===== config.mk =====
export PLATFORM = sky130hd
export DESIGN_NAME = keypad_sm_entry
export DESIGN_NICKNAME = d
export VERILOG_FILES = /design/src/rtl/keypad_sm_entry.sv
export SDC_FILE = /design/constraint.sdc
export NUM_CORES = 1
export LEC_CHECK = 0
export ABC_AREA = 1
export CAP_MARGIN = 30
export CORE_MARGIN = 4
export CORE_UTILIZATION = 60
export DETAILED_ROUTE_END_ITERATION = 6
export GPL_ROUTABILITY_DRIVEN = 0
export PLACE_DENSITY = 0.82
export SLEW_MARGIN = 25
export SYNTH_ARGS = -nofsm -noshare
export SYNTH_HDL_FRONTEND = slang
export SYNTH_SLANG_ARGS = --single-unit

===== constraint.sdc =====
create_clock -name clk -period 25.1 [get_ports clk]
set_input_delay 2.51 -clock clk [delete_from_list [all_inputs] [get_ports clk]]
set_output_delay 2.51 -clock clk [all_outputs]
set_load 0.05 [all_outputs]

===== src/rtl/keypad_sm_entry.sv =====
// Keypad scanner and sign-magnitude operand entry.
// Drives one column of a 4x4 matrix keypad low at a time, samples the rows at
// the end of each column period, resolves a whole sweep into "one key" or
// "none", debounces over several sweeps and turns each clean press into an
// edit action on the operand being typed.
module keypad_sm_entry #(
    parameter int SCAN_TICKS      = 100000,
    parameter int DEBOUNCE_SWEEPS = 4
) (
    input  logic       clk,
    input  logic       reset,
    input  logic [3:0] row,
    output logic [3:0] col,
    output logic [3:0] key_code,
    output logic       key_strobe,
    output logic [7:0] edit_mag,
    output logic       edit_sign,
    output logic [7:0] mag,
    output logic       sign,
    output logic       valid
);

    localparam int            TW         = (SCAN_TICKS > 1) ? $clog2(SCAN_TICKS) : 1;
    localparam int            MW         = $clog2(DEBOUNCE_SWEEPS + 1);
    localparam logic [TW-1:0] TICK_LAST  = TW'(SCAN_TICKS - 1);
    localparam logic [MW-1:0] MATCH_MAX  = MW'(DEBOUNCE_SWEEPS);
    // Sweep result encoding: bit 4 = a key is present, bits 3:0 = its code.
    localparam logic [4:0]    KEY_NONE   = 5'b0_0000;

    // Hex code of the key at row r, column c.
    function automatic logic [3:0] key_map(input logic [1:0] r, input logic [1:0] c);
        logic [3:0] code;
        case ({r, c})
            4'b00_00: code = 4'h1;
            4'b00_01: code = 4'h2;
            4'b00_10: code = 4'h3;
            4'b00_11: code = 4'hA;
            4'b01_00: code = 4'h4;
            4'b01_01: code = 4'h5;
            4'b01_10: code = 4'h6;
            4'b01_11: code = 4'hB;
            4'b10_00: code = 4'h7;
            4'b10_01: code = 4'h8;
            4'b10_10: code = 4'h9;
            4'b10_11: code = 4'hC;
            4'b11_00: code = 4'h0;
            4'b11_01: code = 4'hF;
            4'b11_10: code = 4'hE;
            4'b11_11: code = 4'hD;
            default:  code = 4'h0;
        endcase
        return code;
    endfunction

    logic [TW-1:0]      tick_r;
    logic [1:0]         col_idx_r;
    logic [3:0]         col_r;
    // Row samples of columns 0..2; column 3 is taken straight from row on the
    // edge where the sweep is resolved.
    logic [2:0][3:0]    samp_r;
    logic [4:0]         prev_r;
    logic [MW-1:0]      match_r;
    logic [4:0]         stable_r;
    logic [3:0]         key_code_r;
    logic               key_strobe_r;
    logic [7:0]         edit_mag_r;
    logic               edit_sign_r;
    logic [7:0]         mag_r;
    logic               sign_r;
    logic               valid_r;

    logic               tick_last_s;
    logic               sweep_done_s;
    logic [15:0]        sweep_bits_s;
    logic [4:0]         low_cnt_s;
    logic [3:0]         hit_code_s;
    logic [4:0]         result_s;
    logic [MW-1:0]      match_next_s;
    logic [4:0]         stable_next_s;
    logic               press_s;
    logic [3:0]         press_code_s;
    logic [11:0]        cand_s;
    logic [7:0]         edit_mag_next_s;
    logic               edit_sign_next_s;
    logic               commit_s;

    assign tick_last_s  = (tick_r == TICK_LAST);
    assign sweep_done_s = tick_last_s && (col_idx_r == 2'd3);
    // Bit index is {col, row}.
    assign sweep_bits_s = {row, samp_r[2], samp_r[1], samp_r[0]};
    assign press_code_s = stable_next_s[3:0];
    assign cand_s       = ({4'd0, edit_mag_r} * 12'd10) + {8'd0, press_code_s};

    // Count low row bits across the sweep and remember where the last one was.
    always_comb begin
        low_cnt_s  = 5'd0;
        hit_code_s = 4'h0;
        for (int i = 0; i < 16; i++) begin
            if (!sweep_bits_s[i]) begin
                low_cnt_s  = low_cnt_s + 5'd1;
                hit_code_s = key_map(2'(i % 4), 2'(i / 4));
            end else begin
                low_cnt_s  = low_cnt_s;
            end
        end
    end

    // Exactly one closed contact is a key; none or ghosting/multi-press is "none".
    always_comb begin
        if (low_cnt_s == 5'd1) begin
            result_s = {1'b1, hit_code_s};
        end else begin
            result_s = KEY_NONE;
        end
    end

    // Debounce: count consecutive identical sweeps, accept at the threshold.
    always_comb begin
        if (result_s == prev_r) begin
            if (match_r == MATCH_MAX) begin
                match_next_s = match_r;
            end else begin
                match_next_s = match_r + MW'(1);
            end
        end else begin
            match_next_s = MW'(1);
        end
        if (match_next_s == MATCH_MAX) begin
            stable_next_s = result_s;
        end else begin
            stable_next_s = stable_r;
        end
        // Only none -> key counts; key -> other key needs a release first.
        press_s = sweep_done_s && !stable_r[4] && stable_next_s[4];
    end

    // Apply the pressed key to the operand being edited.
    always_comb begin
        edit_mag_next_s  = edit_mag_r;
        edit_sign_next_s = edit_sign_r;
        commit_s         = 1'b0;
        if (press_s) begin
            case (press_code_s)
                4'h0, 4'h1, 4'h2, 4'h3, 4'h4,
                4'h5, 4'h6, 4'h7, 4'h8, 4'h9: begin
                    // A digit that would overflow 8 bits is dropped.
                    if (cand_s <= 12'd255) begin
                        edit_mag_next_s = cand_s[7:0];
                    end else begin
                        edit_mag_next_s = edit_mag_r;
                    end
                end
                4'hA: edit_sign_next_s = ~edit_sign_r;
                4'hC: begin
                    edit_mag_next_s  = 8'd0;
                    edit_sign_next_s = 1'b0;
                end
                4'hE: begin
                    commit_s         = 1'b1;
                    edit_mag_next_s  = 8'd0;
                    edit_sign_next_s = 1'b0;
                end
                default: begin
                    edit_mag_next_s  = edit_mag_r;
                    edit_sign_next_s = edit_sign_r;
                end
            endcase
        end else begin
            edit_mag_next_s  = edit_mag_r;
            edit_sign_next_s = edit_sign_r;
        end
    end

    // Column scan timer, column drive and per-column row sampling.
    always_ff @(posedge clk or posedge reset) begin
        if (reset) begin
            tick_r    <= '0;
            col_idx_r <= 2'd0;
            col_r     <= 4'b1110;
            samp_r    <= '0;
        end else if (tick_last_s) begin
            tick_r    <= '0;
            col_idx_r <= col_idx_r + 2'd1;
            col_r     <= {col_r[2:0], col_r[3]};
            case (col_idx_r)
                2'd0:    samp_r[0] <= row;
                2'd1:    samp_r[1] <= row;
                2'd2:    samp_r[2] <= row;
                default: samp_r    <= samp_r;
            endcase
        end else begin
            tick_r <= tick_r + TW'(1);
        end
    end

    // Debounce state, updated once per completed sweep.
    always_ff @(posedge clk or posedge reset) begin
        if (reset) begin
            prev_r   <= KEY_NONE;
            match_r  <= '0;
            stable_r <= KEY_NONE;
        end else if (sweep_done_s) begin
            prev_r   <= result_s;
            match_r  <= match_next_s;
            stable_r <= stable_next_s;
        end else begin
            prev_r   <= prev_r;
        end
    end

    // Key event outputs, edit registers and committed operand.
    always_ff @(posedge clk or posedge reset) begin
        if (reset) begin
            key_code_r   <= 4'h0;
            key_strobe_r <= 1'b0;
            edit_mag_r   <= 8'd0;
            edit_sign_r  <= 1'b0;
            mag_r        <= 8'd0;
            sign_r       <= 1'b0;
            valid_r      <= 1'b0;
        end else begin
            key_strobe_r <= press_s;
            valid_r      <= commit_s;
            edit_mag_r   <= edit_mag_next_s;
            edit_sign_r  <= edit_sign_next_s;
            if (press_s) begin
                key_code_r <= press_code_s;
            end else begin
                key_code_r <= key_code_r;
            end
            if (commit_s) begin
                mag_r  <= edit_mag_r;
                // Negative zero is folded to positive zero.
                sign_r <= edit_sign_r && (edit_mag_r != 8'd0);
            end else begin
                mag_r  <= mag_r;
                sign_r <= sign_r;
            end
        end
    end

    assign col        = col_r;
    assign key_code   = key_code_r;
    assign key_strobe = key_strobe_r;
    assign edit_mag   = edit_mag_r;
    assign edit_sign  = edit_sign_r;
    assign mag        = mag_r;
    assign sign       = sign_r;
    assign valid      = valid_r;

endmodule


==> metrics.txt <==
status=completed; clock latency on the worst-skew pair=0.36 ns; class of the worst hold path=reg2reg; area grow syn2layout=12.1%; Final Cell Area=6640 sq um; max frequency=90.2 MHz; Post-CTS Resized=0; PD cells=36.4 nW/um^2; GRT overflow=0; Finish-stage setup viols=0; clk sink count=72; synthesis-stage register bit count=72; commonest non-fill, non-tap cells in the layout=nand2_1, inv_1, dfrtp_1, nor2_1, nand3_1; Vias=5460; asr flop ratio synth=100%; Setup crit start kind=flip-flop; CTS HTree Levels=3; layout cells sized above 1=14.8%; CP delay by family, top=simple AND/OR/NAND/NOR gates; Root Driver=clkbuf_8; final layout net count=934; Die Ht=107 microns; crit path DAT=11.38 ns; worst-margin pin slew=0.628 ns; largest net degree at the start of global routing=73; syn_nets=898; critical path class=reg2reg; Avg Cell Area, Syn=6.95 sq um; diode count=0; Iter 0 DRT Violations=289; Die ar.=11500 sq um; clk buf depth=2; EDFF count, synth=0; cts bufs inserted=9; fin crit share=44.2%; synthesized area=5920 sq um; minimum clock period=11.08 ns; drt wl/cell=12.6 microns; DIE WIDTH=107 microns; Max Cap Violations=0; Critical Path RT=25.39 ns; hold_buf cts=0; Initial Util=61.2%; TNS Setup=0 ns; final-report max-slew violation count=0; DRT Wirelength=12900 microns; first-pass GRT wire length=23200 microns; initial antenna violation count=0; CP Capture Type=flip-flop; Yosys top cell area share=29.1%; Slowest-stage cell, CP=or3b_2; Synth area leaders=dfrtp_1, nand2_1, inv_1, ha_1, nand2_2; Std-Cell Rows=36; CP max stage delay=0.49 ns; synth warn=0; register area share after synthesis=30.5%; Distinct cells, synth=44; relative slew slack=57.8%; Synth area leader=dfrtp_1; via density per instance=5.32; CTS clock-pin slew for the worst setup and hold paths=0.07 ns; # DRC=0; # IOs=34; Core ar.=9680 sq um; cells after synthesis=852; CP Max Fanout=11; DP HPWL=9830 microns; leakage=3.76 nW; GRT Overall Usage=24.2%; postcts setup bufs=0; clk_skew=0.00708 ns; CTS tree=built; ANT nets after route=0; buffers plus inverters on the worst setup path=5; final hold violation count=0; maximum vdd drop=0.0000315 V; predominant post-synthesis flop cell=dfrtp_1; dominant cell type by count on the critical path=nand2_1; most common cell after layout, fill and taps aside=nand2_1; dpl cell area=6370 sq um; drt pass-1 iters=5; Port Buffers=33; RSZ-0062 raised after global routing=no; vias in the first global route=5467
routing by layer:
layer  track usage [%]  wire length, microns  up-vias
li1                  -                     -     2767
met1              29.2                  5540     2566
met2              44.1                  6690      103
met3              4.02                   441       24
met4              7.57                   221        0
met5                 0                     0        -
synthesized netlist by cell type (6+ instances only):
cell / number
inv_1: 158
nand2_2: 48
nand4_1: 15
ha_1: 38
o21ai_0: 37
xor2_1: 7
nand3_2: 18
inv_2: 8
a21oi_1: 25
nand3_1: 53
o21ai_2: 13
nor2_1: 59
nor3_1: 14
a31oi_1: 6
dfrtp_1: 69
or2_2: 8
nand2_1: 216
stage by stage:
stage	hold WS, ns	utilization [%]	power (mW)	worst slack, ns	cells
2_1_floorplan	0.455	-	0.129	15.13	852
3_3_place_gp	0.467	65.8	0.132	14.79	1009
3_5_place_dp	0.466	65.8	0.133	14.21	1009
4_1_cts	0.489	68.3	0.243	14.09	1025
5_1_grt	0.502	68.6	0.251	13.10	1026
6_report	0.490	68.6	0.242	14.02	1026
final cells by class:
| class | count | area, sq um |
|---|---|---|
| flip-flops and latches | 72 | 1810 |
| well taps | 133 | 166 |
| multi-input cells | 603 | 3430 |
| clock inverters | 7 | 119 |
| clock buffers | 9 | 124 |
| fillers | 841 | 3040 |
| inverters | 166 | 623 |
| repair buffers | 36 | 373 |
state kept, by name (all words and copies together) (netlist names):
register,flops
col,4
col_idx_r,2
edit_mag,8
edit_sign,1
key_code,4
key_strobe,1
mag,8
match_r,3
prev_r,5
samp_r,12
sign,1
stable_r,5
tick_r,17
valid,1
worst register-to-register path: cells and delay by family, from the launching register on:
family,cells,cell delay (ns)
buffers and inverters,5,0.31
AO/OA/AOI/OAI,6,1.12
AND/OR/NAND/NOR,44,5.05
adder cells (fa/ha/maj),15,4.19
flip-flops,1,0.40
power breakdown:
part           internal [mW]  switching (mW)  leakage [nW]
Clock                 0.0661          0.0446         0.116
Combinational        0.00457          0.0105          2.79
Sequential             0.116               0         0.850
Total                  0.187          0.0550          3.76
final timing paths:
check,startpoint,endpoint,slack [ns],cells past startpoint
worst max-delay path,samp_r[1],edit_mag[4],14.02,70
worst min-delay path,mag[4],mag[4],0.49,2
worst max register to register,samp_r[1],edit_mag[4],14.02,70
worst min register to register,mag[4],mag[4],0.49,2
max in group asynchronous,reset,samp_r[1],22.08,4
min in group asynchronous,reset,key_code[1],2.48,3
kinds of logic (layout without fill, tap and decap cells):
| family | Yosys count | in the layout | share of synthesized area [%] |
|---|---|---|---|
| AOI/OAI and AO/OA | 97 | 97 | 9.67 |
| xor gates and xnor gates | 10 | 10 | 1.48 |
| adders and majority gates | 40 | 40 | 8.70 |
| buffers and inverters | 177 | 218 | 11.6 |
| DFF | 72 | 72 | 30.5 |
| muxes | 1 | 1 | 0.190 |
| and+or+nand+nor | 455 | 455 | 37.9 |
Power figures use the tool's default switching activity.
